$ cat src/rtl/ser_par_pkg.sv
// Shared constants for the serial-to-parallel datapath blocks.
package ser_par_pkg;

  // FSM state encodings.
  localparam logic [0:0] ST_HUNT    = 1'b0;
  localparam logic [0:0] ST_COLLECT = 1'b1;

  // Start code shared with the legacy fixed 0x5A detector.
  localparam logic [7:0] DEFAULT_SYNC_WORD = 8'h5A;

  // Counter width that never collapses to zero bits for small counts.
  function automatic int unsigned width_of(input int unsigned n);
    return (n <= 2) ? 1 : $clog2(n);
  endfunction

endpackage

$ cat src/rtl/sync_word_matcher.sv
// Sync word hunter: bit history, saturating fill counter and comparator.
module sync_word_matcher
  import ser_par_pkg::*;
#(
  parameter int unsigned           SYNC_W    = 8,
  parameter logic [SYNC_W-1:0]     SYNC_WORD = SYNC_W'(DEFAULT_SYNC_WORD)
) (
  input  logic CLK,
  input  logic RESET,
  input  logic clear,
  input  logic bit_in,
  input  logic bit_en,
  output logic match
);

  localparam int unsigned       FILL_W    = $clog2(SYNC_W + 1);
  localparam logic [FILL_W-1:0] FILL_FULL = FILL_W'(SYNC_W);

  logic [SYNC_W-1:0] hist_q, hist_d, hist_shift;
  logic [FILL_W-1:0] fill_q, fill_d, fill_shift;

  // Match is evaluated on the post-shift history so lock costs no extra cycle.
  always_comb begin
    hist_shift = {hist_q[SYNC_W-2:0], bit_in};
    fill_shift = (fill_q == FILL_FULL) ? FILL_FULL : fill_q + FILL_W'(1);
    match      = bit_en && (fill_shift == FILL_FULL) && (hist_shift == SYNC_WORD);
    hist_d     = bit_en ? hist_shift : hist_q;
    if (clear) begin
      fill_d = '0;
    end else if (bit_en) begin
      fill_d = fill_shift;
    end else begin
      fill_d = fill_q;
    end
  end

  // History and fill registers.
  always_ff @(posedge CLK) begin
    if (RESET) begin
      hist_q <= '0;
      fill_q <= '0;
    end else begin
      hist_q <= hist_d;
      fill_q <= fill_d;
    end
  end

endmodule

$ cat src/rtl/sync_word_deserializer.sv
// Sync-word gated serial-to-parallel converter: hunt for sync, then
// deserialise FRAME_WORDS words of DATA_W bits and return to hunting.
module sync_word_deserializer
  import ser_par_pkg::*;
#(
  parameter int unsigned       SYNC_W      = 8,
  parameter logic [SYNC_W-1:0] SYNC_WORD   = SYNC_W'(DEFAULT_SYNC_WORD),
  parameter int unsigned       DATA_W      = 8,
  parameter int unsigned       FRAME_WORDS = 4,
  parameter bit                MSB_FIRST   = 1'b1
) (
  input  logic              CLK,
  input  logic              RESET,
  input  logic              S_IN,
  input  logic              S_VALID,
  output logic [DATA_W-1:0] P_OUT,
  output logic              P_VALID,
  output logic              FRAME_START,
  output logic              FRAME_END,
  output logic              LOCKED
);

  localparam int unsigned       BIT_W     = $clog2(DATA_W);
  localparam int unsigned       WORD_W    = width_of(FRAME_WORDS);
  localparam logic [BIT_W-1:0]  BIT_LAST  = BIT_W'(DATA_W - 1);
  localparam logic [WORD_W-1:0] WORD_LAST = WORD_W'(FRAME_WORDS - 1);

  logic [0:0]        state_q, state_d;
  logic [BIT_W-1:0]  bit_q, bit_d;
  logic [WORD_W-1:0] word_q, word_d;
  logic [DATA_W-1:0] data_q, data_d, data_shift;
  logic [DATA_W-1:0] pout_q, pout_d;
  logic              pv_q, pv_d, fs_q, fs_d, fe_q, fe_d, lock_q, lock_d;
  logic              hunt_en, take, match, end_frame;

  assign hunt_en = S_VALID && (state_q == ST_HUNT);
  assign take    = S_VALID && (state_q == ST_COLLECT);

  sync_word_matcher #(
    .SYNC_W    (SYNC_W),
    .SYNC_WORD (SYNC_WORD)
  ) u_matcher (
    .CLK    (CLK),
    .RESET  (RESET),
    .clear  (match | end_frame),
    .bit_in (S_IN),
    .bit_en (hunt_en),
    .match  (match)
  );

  // Next-state: lock on match, assemble words, leave COLLECT after the last word.
  always_comb begin
    state_d    = state_q;
    bit_d      = bit_q;
    word_d     = word_q;
    data_d     = data_q;
    pout_d     = pout_q;
    pv_d       = 1'b0;
    fs_d       = 1'b0;
    fe_d       = 1'b0;
    end_frame  = 1'b0;
    // LOCKED is its own register so it drops one edge after FRAME_END,
    // while the FSM is already back in HUNT on that edge.
    lock_d     = fe_q ? 1'b0 : lock_q;
    data_shift = MSB_FIRST ? {data_q[DATA_W-2:0], S_IN} : {S_IN, data_q[DATA_W-1:1]};
    if (match) begin
      state_d = ST_COLLECT;
      bit_d   = '0;
      word_d  = '0;
      lock_d  = 1'b1;
    end
    if (take) begin
      data_d = data_shift;
      bit_d  = bit_q + BIT_W'(1);
      if (bit_q == BIT_LAST) begin
        bit_d  = '0;
        pout_d = data_shift;
        pv_d   = 1'b1;
        fs_d   = (word_q == '0);
        fe_d   = (word_q == WORD_LAST);
        word_d = word_q + WORD_W'(1);
        if (word_q == WORD_LAST) begin
          end_frame = 1'b1;
          state_d   = ST_HUNT;
          word_d    = '0;
        end
      end
    end
  end

  // State, counters, data and output registers.
  always_ff @(posedge CLK) begin
    if (RESET) begin
      state_q <= ST_HUNT;
      bit_q   <= '0;
      word_q  <= '0;
      data_q  <= '0;
      pout_q  <= '0;
      pv_q    <= 1'b0;
      fs_q    <= 1'b0;
      fe_q    <= 1'b0;
      lock_q  <= 1'b0;
    end else begin
      state_q <= state_d;
      bit_q   <= bit_d;
      word_q  <= word_d;
      data_q  <= data_d;
      pout_q  <= pout_d;
      pv_q    <= pv_d;
      fs_q    <= fs_d;
      fe_q    <= fe_d;
      lock_q  <= lock_d;
    end
  end

  assign P_OUT       = pout_q;
  assign P_VALID     = pv_q;
  assign FRAME_START = fs_q;
  assign FRAME_END   = fe_q;
  assign LOCKED      = lock_q;

endmodule

$ cat config.mk
export PLATFORM = sky130hd
export DESIGN_NAME = sync_word_deserializer
export DESIGN_NICKNAME = d
export VERILOG_FILES = /design/src/rtl/ser_par_pkg.sv /design/src/rtl/sync_word_matcher.sv /design/src/rtl/sync_word_deserializer.sv
export SDC_FILE = /design/constraint.sdc
export NUM_CORES = 1
export LEC_CHECK = 0
export ABC_AREA = 1
export BUFFER_PORTS_ARGS = -buffer_cell sky130_fd_sc_hd__buf_4
export CAP_MARGIN = 15
export CELL_PAD_IN_SITES_DETAIL_PLACEMENT = 0
export CELL_PAD_IN_SITES_GLOBAL_PLACEMENT = 1
export CORE_MARGIN = 4
export CORE_UTILIZATION = 42
export DETAILED_ROUTE_END_ITERATION = 8
export PLACE_DENSITY = 0.84
export SYNTH_ARGS = -nofsm -noshare
export SYNTH_HDL_FRONTEND = slang
export SYNTH_SLANG_ARGS = --single-unit
$ cat constraint.sdc
create_clock -name CLK -period 2 [get_ports CLK]
set_clock_uncertainty 0.15 [all_clocks]
set_input_delay 0 -clock CLK [delete_from_list [all_inputs] [get_ports CLK]]
set_output_delay 0 -clock CLK [all_outputs]
set_load 0.1 [all_outputs]
==> results of run 1 <==
-- synth_stat cells, drive strengths merged --
cell	number
nand2	32
nand4	1
buf	4
a211oi	2
nor2	22
clkinv	1
inv	26
dfxtp	36
o21ai	19
nand3	10
ha	6
a22oi	1
a21oi	22
-- through the flow --
step	util [%]	cells	setup slack, ps	power [mW]
4_1_cts	51.44	251	265.5	1.317
6_report	51.44	251	284.4	1.302
2_1_floorplan	-	182	438.4	0.7993
5_1_grt	51.44	251	93.00	1.364
3_3_place_gp	48.26	240	365.5	0.8144
3_5_place_dp	48.26	240	279.6	0.8166
-- flip-flops by register name, summed over array words and instances (netlist names) --
register	count
state_q	1
LOCKED	1
u_matcher.hist_q	7
FRAME_END	1
u_matcher.fill_q	4
data_q	7
bit_q	3
P_VALID	1
word_q	2
FRAME_START	1
P_OUT	8
-- path summary, 6_finish.rpt --
check	from	endpoint
worst max-delay path	u_matcher.fill_q[0]	bit_q[1]
worst min-delay path	data_q[6]	data_q[6]
worst max register to register	u_matcher.fill_q[0]	bit_q[1]
worst min register to register	data_q[6]	data_q[6]
-- final cells by class --
type / count / share of cell area (%)
repair buffers: 19 / 8.746
clock buffers: 6 / 2.405
clock inverters: 2 / 2.041
well taps: 46 / 3.353
multi-input cells: 115 / 35.42
inverters: 27 / 6.050
flip-flops and latches: 36 / 41.98
-- power by group --
group	leakage, nW	internal, mW	switching (mW)
clock network	0.0422	0.262	0.236
logic	0.421	0.0254	0.0408
registers	0.292	0.729	0.00916
total	0.755	1.02	0.286
-- layer usage --
layer  up-vias  routed length (um)  share of wire, %  global-route usage (%)
met1       511                1296                49                   16.22
met3         5                 110               4.2                   5.734
met4         0                  62               2.4                   7.614
met5         -                   0                 0                       0
li1        627                   -                 -                       -
met2        20                1165                44                   21.91
-- cells by family after synthesis --
kind of cell               count (synthesis)  share of synthesized area, %
and+or+nand+nor                           65                         21.00
DFF                                       36                         49.57
adders and majority gates                  6                         5.163
AOI/OAI and AO/OA                         44                         15.66
buffers and inverters                     31                         8.606
-- repair_timing --
action	in CTS	in global routing
endpoints found under the hold margin	24	0
gates resized for setup	0	0
hold buffers	3	0
-- critical path: cells and delay by family, from the launching register on --
kind	cells	cell delay (ps)
AND/OR/NAND/NOR	5	590
flip-flops	1	430
adder cells (fa/ha/maj)	1	300
AO/OA/AOI/OAI	1	80
buffers and inverters	1	60
==> summary by stage, run 1 <==
Outcome
The flow ran to the end, and the final reports show no timing, DRC or antenna violations.

Logic synthesis
Of the post-synthesis cell area, the dominant cell type holds 49.57%. The synthesized area per cell is 7.988 um2. The number of standard cells after synthesis is 182. The total of warnings raised by yosys is 0. The cell taking the most area after synthesis is sky130_fd_sc_hd__dfxtp_1. Sequential elements use 49.57% of the synthesized area. The net count after synthesis is 192. Ranked by total cell area, the synthesized netlist is headed by sky130_fd_sc_hd__dfxtp_1, sky130_fd_sc_hd__a21oi_1, sky130_fd_sc_hd__nand2_1. The cell area that synthesis handed to floorplanning was 1454 um2. The number of distinct library cell variants in the gate-level netlist after synthesis is 23. The flop and latch count out of synthesis is 36.

Critical path
The largest individual stage delay along the critical path comes from the cell sky130_fd_sc_hd__dfxtp_1. Along the worst path, the maximum fanout reaches 8. The worst setup path is launched from a register.

The setup slack of the worst register-to-register path is 280 ps. The type of element capturing the critical path is a register. The number of cells on the worst reg-to-reg path is 8. Walking the worst path, the cells encountered are inv_1 > ha_1 > nor2_1 > nand2_1 > nor2_1 > nand3_4 > nand3_1 > a21oi_1.

The type of the setup path with the least slack is register to register. The arrival time at the worst endpoint is 1800 ps. In this design, the stage delay of the slowest critical-path cell is 430 ps. Among the stages of the critical path, the cell type that occurs most often is sky130_fd_sc_hd__nor2_1. The data required time at the worst endpoint is 2080 ps.

Layout
The area growth from synthesis to final layout is 18.07%. The total non-filler cell area in the finished layout is 1717 um2. Leaving out fill and tap cells, the most frequent cells in the layout are sky130_fd_sc_hd__dfxtp_1, sky130_fd_sc_hd__nand2_1, sky130_fd_sc_hd__inv_1. The total number of nets in the final design is 214.

Summing all flip-flop and latch instances after layout gives 720.7 um2. After filler insertion, the fill cell instance count of the layout stands at 335. The antenna cell count is 0. The commonest non-fill, non-tap cell in the layout is sky130_fd_sc_hd__dfxtp_1.

In the final layout, the share of cells above drive strength 1 is 15.61%. The multi-input combinational cells in the finished layout cover a total of 608.1 um2.

Floorplan
The floorplan step set the die width to 66.84 um. The number of top-level pins is 16. The overall die height is 66.84 um.

The initial utilization of the core area, before any placement, comes to 43.57%. The die area is 4467 um2. The core box area is 3337 um2. The number of rows in the core area is 21.

Min path
Along the worst hold path, the cell count comes to 2. The class of the worst hold path is register to register.

CTS
The maximum level of the CTS H-tree is 2. The source-to-sink clock delay at the later pin of the worst-skew pair is 330 ps. The CTS buffer count is 5. Clock-pin slew was measured on the worst setup and hold paths at 100 ps. Clock tree synthesis selected as its root buffer the cell sky130_fd_sc_hd__clkbuf_4. The buffers inserted during post-CTS setup optimization is 0. The maximum number of buffers from clock root to sink is 2. TritonCTS built the clock tree. The number of clock sinks is 36.

Global routing
The initial antenna violation count is 0. Entering global routing, the biggest net connects 17 pins. The first global-routing pass estimated 4526 um of wire. The number of global-route vias before repair is 1037. Global routing used 14.03% of the available tracks. Summed over all layers, the global routing overflow is 0.

Drt
The number of optimization iterations in the first detailed-route pass is 4. After detailed routing, the average wire length per cell comes to 10.49 um. The count of nets left with antenna violations once routing finished came out at 0.

For this block, the via count after detailed routing is 1163. After detailed routing, the number of vias per cell comes to 4.633. After the first detailed-routing iteration, the DRC count stood at 53. The number of remaining DRC errors is 0. For this block, the routed nets add up to 2634 um of wire.

Timing
Setup violations remaining at the end of the flow were counted as 0. The timing-limited maximum frequency is 582.9 MHz. Setup total negative slack on the finished layout was measured at 0 ps. The max-slew violation total from the final report is 0. Hold timing on the final database bottoms out at a slack of 308.5 ps.

The time the worst path needs with I/O delays and setup is 1716 ps. The hold violation total from the final report was 0. After layout, the worst path uses 85.78% of the clock period. Measured against its own limit, the worst slew margin works out to 72.27%.

Setup repair after global routing left no endpoint under its margin. At the pin with the least slew margin, the transition time is 415.5 ps.

Pwr
IR analysis of the VDD net gives a maximum drop of 373.5 uV. The power density over the cells is 758.6 nW/um2. In this run the static leakage power is 0.7545 nW.

Place
The final RePlAce weighted congestion is 0.8050. The number of buffers added on ports is 15. After detailed placement, the total cell area comes to 1610 um2.

Once detailed placement completed, the half-perimeter wirelength came to 1923 um.

Flow run
The number of max-capacitance violations reported is 0.
Note: power is estimated with default switching activity, not from simulation.
==> run 2: changes to the inputs <==
--- a/config.mk
+++ b/config.mk
@@ -10,10 +10,10 @@
 export CAP_MARGIN = 15
 export CELL_PAD_IN_SITES_DETAIL_PLACEMENT = 0
 export CELL_PAD_IN_SITES_GLOBAL_PLACEMENT = 1
-export CORE_MARGIN = 4
-export CORE_UTILIZATION = 42
+export CORE_UTILIZATION = 41
 export DETAILED_ROUTE_END_ITERATION = 8
-export PLACE_DENSITY = 0.84
+export PLACE_DENSITY = 0.83
 export SYNTH_ARGS = -nofsm -noshare
 export SYNTH_HDL_FRONTEND = slang
+export SYNTH_HIERARCHICAL = 1
 export SYNTH_SLANG_ARGS = --single-unit
==> run 2 against run 1 <==
Effect of this change:
- die area fell by 10%
- final cell count is 10% higher
- sequential share of layout area is 2.4 points lower
- combinational power rose by 10%
- synthesized cell count grew 14%
- routed wire length increased by 9.0%
- setup slack got worse by 100 ps
- cell area up 6.5%
- critical path depth up 6
- register-to-register slack got worse by 100 ps
- synthesized area grew 5.9%
- largest power group unchanged
==> summary by stage, run 2 <==
Layout
The utilization of the core after routing is 52.71%. The library cell used most frequently in the layout, excluding fill and tap cells, is sky130_fd_sc_hd__nor2_1. The antenna cell count is 0. At the end of the flow, the number of nets in the layout was 242. The top cell types in the final layout, fill and taps aside, are sky130_fd_sc_hd__nor2_1, sky130_fd_sc_hd__nand2_1, sky130_fd_sc_hd__dfxtp_1.

The post-route netlist has 14.35% of its cells at a drive strength greater than 1. The area growth from synthesis to final layout is 18.68%. The register with the most flip-flops in the layout has 8 of them.

Critical path
The endpoint of the worst register-to-register path is u_matcher/fill_q[2]. By startpoint and endpoint, the worst setup path is classified as register to register. The setup slack of the worst register-to-register path is 180 ps. Data on the critical path arrives at its endpoint at 1900 ps.

The origin of the critical flop-to-flop path is u_matcher/fill_q[0]. The data required time at the worst endpoint is 2080 ps. STA classifies the critical path endpoint as a register.

Counting cells, the worst reg-to-reg path comes to 14. The maximum fanout along the worst path is 5. The startpoint type of the worst setup path is a register.

Pwr
The power density over the cells is 745.7 nW/um2. Summing internal, switching and leakage power gives 1.363 mW. The leakage power figure is 0.8872 nW. The highest ir drop seen on vdd is 459.4 uV.

Timing
The hold violation total from the final report was 0. The max-slew violation total from the final report is 0. In this run the tightest slew margin relative to its limit is 68.14%. Setup total negative slack on the finished layout was measured at 0 ps.

Setup violations remaining at the end of the flow were counted as 0. The timing-limited maximum frequency is 549.9 MHz. Setup repair after global routing left no endpoint under its margin. The smallest hold slack is 316.5 ps. The transition time of the tightest slew-check pin is 474.9 ps. The final worst-path cycle share is 90.93%. The time the worst path needs with I/O delays and setup is 1819 ps.

Logic synthesis
The flop and latch count out of synthesis is 36. The top-area cell type share of the netlist area is 46.79%. In the post-synthesis netlist, the cell with the most instances is sky130_fd_sc_hd__nor2_1. The total of warnings raised by yosys is 6. The synthesized area per cell is 7.441 um2.

Sorting the synthesized cells by how often they occur yields sky130_fd_sc_hd__nor2_1, sky130_fd_sc_hd__nand2_1, sky130_fd_sc_hd__dfxtp_1, sky130_fd_sc_hd__inv_1, sky130_fd_sc_hd__o21ai_0. In this run the cell area of the synthesized design comes to 1540 um2. Yosys attributes the largest share of cell area to sky130_fd_sc_hd__dfxtp_1, sky130_fd_sc_hd__nor2_1, sky130_fd_sc_hd__nand2_1. In the synthesized netlist the dominant register cell turns out to be sky130_fd_sc_hd__dfxtp_1. The net count after synthesis is 219. The cell taking the most area after synthesis is sky130_fd_sc_hd__dfxtp_1. The number of different library cells used by synthesis comes to 20.

The register area share after synthesis is 46.79%. The proportion of register bits with asynchronous set or reset after synthesis is 0%. The count of flip-flops with a built-in enable after synthesis is 0. The number of standard cells after synthesis is 207.

Global routing
The first global-routing pass estimated 5071 um of wire. The combined global-route utilization of all metal layers is 16.27%. The initial antenna violation count is 0. Entering global routing, the biggest net connects 20 pins.

The number of global-route vias before repair is 1229. The remaining global-route overflow is 0.

CTS
The maximum level of the CTS H-tree is 2. The TritonCTS clock tree is built. No sink is reached through more buffers than the 2 on the longest clock path.

Clock latency on the worst-skew pair, taken at its later pin, is 280 ps. The number of clock sinks is 36. Buffers inserted during clock tree synthesis total 5. The clock input transition at the sequential cells of the worst setup and hold paths is 70 ps. The clock tree root buffer cell is sky130_fd_sc_hd__clkbuf_8. After clock tree synthesis, the setup repair step added 0 buffers.

Min path
The path with the worst hold slack has its endpoint at u_matcher/hist_q[6]. The tightest min-delay check is of the register to register type. The cell depth of the worst hold path is 2.

The startpoint identified for the worst hold timing path is u_matcher/hist_q[5].

Drt
Using the TritonRoute via totals, the vias-per-cell ratio works out to 4.822. In the routed design, unresolved DRC markers number 0. The number of optimization iterations in the first detailed-route pass is 4. Detailed routing inserted a total of 1331 vias. The number of DRC markers after the initial detailed-route iteration is 62. The routed wire length is 2872 um. Dividing the detail-routed wire length by the instance count gives 10.41 um.

In this run the remaining antenna-violating nets after routing total 0.

Floorplan
Measured along the y axis, the die boundary spans 63.29 um. The core box area is 3468 um2. The initial core utilization is 44.41%. The horizontal extent of the die is 63.29 um. The die area is 4006 um2.

The number of top-level pins is 16. The number of rows in the core area is 21.

Place
The count of buffers added on input and output ports is 15. The HPWL after detailed placement is 2084 um. The final RePlAce weighted congestion is 0.8247.

Flow run
The number of max-capacitance violations reported is 0.

Outcome
The flow ran to the end, and the final reports show no timing, DRC or antenna violations.
-- run 2: changes by cell type after synthesis, moves of 2 or more --
| cell | previous run | this run |
|---|---|---|
| sky130_fd_sc_hd__nor2_1 | 19 | 43 |
| sky130_fd_sc_hd__nor2_2 | 2 | 0 |
| sky130_fd_sc_hd__o21ai_0 | 17 | 19 |
| sky130_fd_sc_hd__a21oi_1 | 22 | 14 |
| sky130_fd_sc_hd__a211oi_1 | 2 | 0 |
| sky130_fd_sc_hd__nand2_1 | 29 | 39 |
| sky130_fd_sc_hd__o21ai_1 | 2 | 0 |
| sky130_fd_sc_hd__ha_1 | 6 | 8 |
-- run 2: per-layer routing --
metal	global-route usage [%]	share of wire, %	up-vias
met2	28.23	48	24
met3	4.891	4.1	4
li1	-	-	694
met4	6.818	1.0	0
met5	0	0	-
met1	18.37	46	609
-- run 2: cells by family (layout without fill, tap and decap cells) --
| family | count (synthesis) | after routing | share of synthesized area [%] |
|---|---|---|---|
| compound gates | 34 | 34 | 11.21 |
| simple gates | 98 | 98 | 26.81 |
| buf+inv | 31 | 54 | 8.692 |
| fa+ha+maj | 8 | 8 | 6.499 |
| flops | 36 | 36 | 46.79 |
-- run 2: per-stage QoR --
step	cell area [um2]	instances	setup slack, ps
4_1_cts	1823	276	91.27
3_3_place_gp	1697	266	165.9
2_1_floorplan	1540	207	229.1
6_report	1828	276	181.3
3_5_place_dp	1697	266	125.1
5_1_grt	1828	276	8.636
-- run 2: layout make-up --
| class | count | area (um2) |
|---|---|---|
| tap | 46 | 57.56 |
| inverter | 26 | 97.59 |
| clock buffer | 7 | 96.34 |
| multi-input combinational | 140 | 688.2 |
| sequential | 36 | 723.2 |
| timing repair buffer | 21 | 165.2 |
| fill | 349 | 1640 |
-- run 2: what timing repair did --
item                       in CTS  in global routing
hold endpoints to repair       15                  0
resized for setup               0                  3
setup endpoints to repair       0                  4
hold buffers                    3                  0
-- run 2: worst max-delay path by stage --
stage	slack [ps]	startpoint	to
after floorplan	230	u_matcher/fill_q[0]	u_matcher/fill_q[2]
after global placement	170	u_matcher/fill_q[0]	u_matcher/fill_q[2]
after detailed placement	130	u_matcher/fill_q[0]	u_matcher/fill_q[2]
after CTS	90	u_matcher/fill_q[0]	u_matcher/fill_q[2]
after global routing	9	u_matcher/fill_q[0]	word_q[0]
final	180	u_matcher/fill_q[0]	u_matcher/fill_q[2]
-- run 2: critical path: stages (launching register included) --
cell and delay, ps:
sky130_fd_sc_hd__dfxtp_2 370, sky130_fd_sc_hd__inv_1 80, sky130_fd_sc_hd__ha_1 200, sky130_fd_sc_hd__nand2_1 80, sky130_fd_sc_hd__nor2_1 50, sky130_fd_sc_hd__o21bai_1 160
sky130_fd_sc_hd__nand2_1 60, sky130_fd_sc_hd__nor2_1 40, sky130_fd_sc_hd__inv_1 70, sky130_fd_sc_hd__nand2_1 60, sky130_fd_sc_hd__nor2_2 130, sky130_fd_sc_hd__inv_1 70
sky130_fd_sc_hd__a21oi_1 110, sky130_fd_sc_hd__o21ai_0 90, sky130_fd_sc_hd__inv_1 50
-- run 2: power breakdown --
group | switching, mW | internal (mW) | total, mW | leakage, nW
Clock | 0.241 | 0.307 | 0.547 | 0.0503
Combinational | 0.0458 | 0.0273 | 0.0731 | 0.544
Sequential | 0.0114 | 0.732 | 0.743 | 0.293
Total | 0.298 | 1.07 | 1.36 | 0.887
==> run 3: changes to the inputs <==
--- a/config.mk
+++ b/config.mk
@@ -6,7 +6,7 @@
 export NUM_CORES = 1
 export LEC_CHECK = 0
 export ABC_AREA = 1
-export BUFFER_PORTS_ARGS = -buffer_cell sky130_fd_sc_hd__buf_4
+export BUFFER_PORTS_ARGS = -buffer_cell sky130_fd_sc_hd__buf_2
 export CAP_MARGIN = 15
 export CELL_PAD_IN_SITES_DETAIL_PLACEMENT = 0
 export CELL_PAD_IN_SITES_GLOBAL_PLACEMENT = 1
==> run 3 against run 2 <==
Effect of this change:
- critical path depth unchanged
- first-iteration DRC count up 23%
- via count down 2.9%
- non-clock buffer count unchanged
- final cell count up 0.36%
- hold slack worse by 9.0 ps
- utilization down 1.3 points
==> summary by stage, run 3 (synthesis gave the netlist of run 2 again) <==
Outcome
The flow ran to the end, and the final reports show no timing, DRC or antenna violations.

Flow run
The number of max-capacitance violations reported is 0.

Layout
The register with the most flip-flops in the layout has 8 of them. The antenna cell count is 0. The top cell types in the final layout, fill and taps aside, are sky130_fd_sc_hd__nor2_1, sky130_fd_sc_hd__nand2_1, sky130_fd_sc_hd__dfxtp_1.

The proportion of layout cells with a drive suffix above 1 is 14.72%. The total non-filler cell area in the finished layout is 1783 um2. The library cell used most frequently in the layout, excluding fill and tap cells, is sky130_fd_sc_hd__nor2_1. The total number of nets in the final design is 242. The fill cell instance count of the final layout is 369. The area growth from synthesis to layout is 15.76%.

Critical path
The number of buffers and inverters on the critical path is 5. The arrival time at the worst endpoint is 1870 ps. The worst register-to-register path has a setup slack of 160 ps. The critical path startpoint is u_matcher/fill_q[0]. Of all nets on the critical path, the largest fanout is 5. The origin of the critical flop-to-flop path is u_matcher/fill_q[0]. In this design, the stage delay of the slowest critical-path cell is 360 ps.

At the worst endpoint, the required time is 2030 ps. STA classifies the critical path endpoint as a register. For the worst flop-to-flop path, the logic depth is 14. The depth of the critical timing path with buffers and inverters included is 14. Walking the worst path, the cells encountered are inv_1 > ha_1 > inv_1 > nand2_1 > nor2_1 > nand2_1 > nor2_2 > inv_1 > nand2_1 > nor2_2 > inv_1 > a21oi_1 > o21ai_0 > inv_1. Among cell families on the critical path, the largest total delay comes from simple AND/OR/NAND/NOR gates. Among the stages of the critical path, the cell type that occurs most often is sky130_fd_sc_hd__inv_1. The endpoint of the worst register-to-register path is u_matcher/fill_q[2]. On the critical path, the stage with the largest delay is an instance of sky130_fd_sc_hd__dfxtp_2. The startpoint type of the worst setup path is a register. The worst setup path is of the register to register kind. The critical path ends at u_matcher/fill_q[2].

Global routing
Across every metal layer, demand over resource in global routing totals 16.98%. The pin count of the biggest net entering global routing is 20. The number of global-route vias before repair was 1211. The first global-routing pass estimated 5223 um of wire. The initial antenna violation count is 0. Summed over all layers, the global routing overflow is 0.

Timing
The max-slew violation total from the final report came to 0. The hold violation total from the final report came to 0. The final total negative setup slack is 0 ps.

Based on the critical path, the design can be clocked at up to 544.4 MHz. In the finished design, the share of the clock period the worst path needs comes to 91.85%. The smallest hold slack is 307.4 ps. The max-slew headroom at the worst pin is 65.04%. The transition time of the tightest slew-check pin is 521.2 ps. The setup-violating endpoint count in the final report is 0. The clock period could shrink to 1837 ps. Setup repair after global routing left no endpoint under its margin.

CTS
The H-tree was split into 2 levels. The CTS buffer count is 5. TritonCTS built the clock tree.

No sink is reached through more buffers than the 2 on the longest clock path. The clock input transition at the sequential cells of the worst setup and hold paths is 70 ps. At the later pin of the worst-skew pair, clock insertion delay measures 290 ps.

The clock tree root buffer cell is sky130_fd_sc_hd__clkbuf_8. The clock drives 36 sinks.

Drt
The pre-antenna-repair detailed-routing pass consisted of 4 iterations. For this run, design rule violations remaining after detail routing come to 0. The overall via count from detail_route is 1293. The routed wire length is 2825 um. The via count normalized by instance count is 4.668.

The number of DRC markers after the initial detailed-route iteration is 76. The average routed wire per standard cell is 10.20 um. The number of nets still failing antenna checks after routing is 0.

Pwr
The power density over the cells is 741.8 nW/um2. For this design the static power due to leakage is 0.8835 nW. The highest ir drop seen on vdd is 532.3 uV.

Place
The post-placement cell area is 1659 um2. The HPWL after detailed placement is 1911 um. At the end of routability-driven placement, the weighted congestion stood at 0.7299. The count of buffers added on input and output ports is 15.

Floorplan
From bottom edge to top edge, the die measures 63.29 um. Once the floorplan was initialized, standard cells occupied 44.41% of the core. The floorplan step defined a die boundary enclosing 4006 um2. In this run the standard cell core region covers 3468 um2. In this run the core area contains 21 standard-cell rows.

The horizontal extent of the die is 63.29 um. 16 I/O pins were placed.

Min path
The worst hold path begins at LOCKED. The class of the worst hold path is register to register.
==> run 3: changes by cell type in the layout (fill, tap and decap cells not counted), moves of 2 or more <==
cell / delta
sky130_fd_sc_hd__clkbuf_8: -2
sky130_fd_sc_hd__buf_4: -15
sky130_fd_sc_hd__buf_2: +15
sky130_fd_sc_hd__clkinv_2: +2
==> run 3: report_power, final <==
group / leakage (nW) / internal (mW) / switching [mW]
clock network: 0.0479 / 0.242 / 0.267
logic: 0.543 / 0.0253 / 0.0458
registers: 0.292 / 0.731 / 0.0110
total: 0.884 / 0.999 / 0.324
==> run 3: how the worst min path moves through the flow <==
| stage | endpoint | slack [ps] | cells after the start |
|---|---|---|---|
| 2_1_floorplan | P_OUT[0] | -50 | 2 |
| 3_3_place_gp | P_OUT[0] | 120 | 3 |
| 3_5_place_dp | P_OUT[0] | 120 | 3 |
| 4_1_cts | LOCKED | 310 | 2 |
| 5_1_grt | LOCKED | 340 | 2 |
| 6_report | LOCKED | 310 | 2 |
==> run 3: worst min-delay path: cells and delay by family (launching register included) <==
| family | cells | cell delay [ps] |
|---|---|---|
| AOI/OAI and AO/OA | 1 | 50 |
| and+or+nand+nor | 1 | 60 |
| DFF | 1 | 310 |
==> run 3: per-layer routing <==
metal	wire length, um	global-route usage (%)	part of all wire, %
met1	1420	21.12	50
met2	1236	26.21	44
met3	106	4.891	3.8
met4	63	9.375	2.2
met5	0	0	0
==> run 3: stage by stage <==
stage          instances  worst slack [ps]  power [mW]  util [%]
2_1_floorplan        207             229.1      0.8041         -
3_3_place_gp         266             152.6      0.8231     47.84
3_5_place_dp         266             128.1      0.8231     47.84
4_1_cts              277             107.8       1.335     51.23
5_1_grt              277             10.33       1.387     51.41
6_report             277             163.0       1.323     51.41
==> run 3: timing repair <==
| action | in CTS | in global routing |
|---|---|---|
| endpoints found under the hold margin | 10 | 0 |
| resized for setup | 0 | 3 |
| endpoints found under the setup margin | 0 | 7 |
| buffers inserted | 0 | 0 |
| hold buffers | 3 | 0 |
==> run 3: layout make-up <==
cell class	instances	area (um2)	share of cell area, %
Sequential cell	36	721.9	40.49
Multi-Input combinational cell	140	690.7	38.74
Timing Repair Buffer	21	127.6	7.158
Inverter	26	97.59	5.474
Clock buffer	5	68.82	3.860
Tap cell	46	57.56	3.228
Clock inverter	3	18.77	1.053
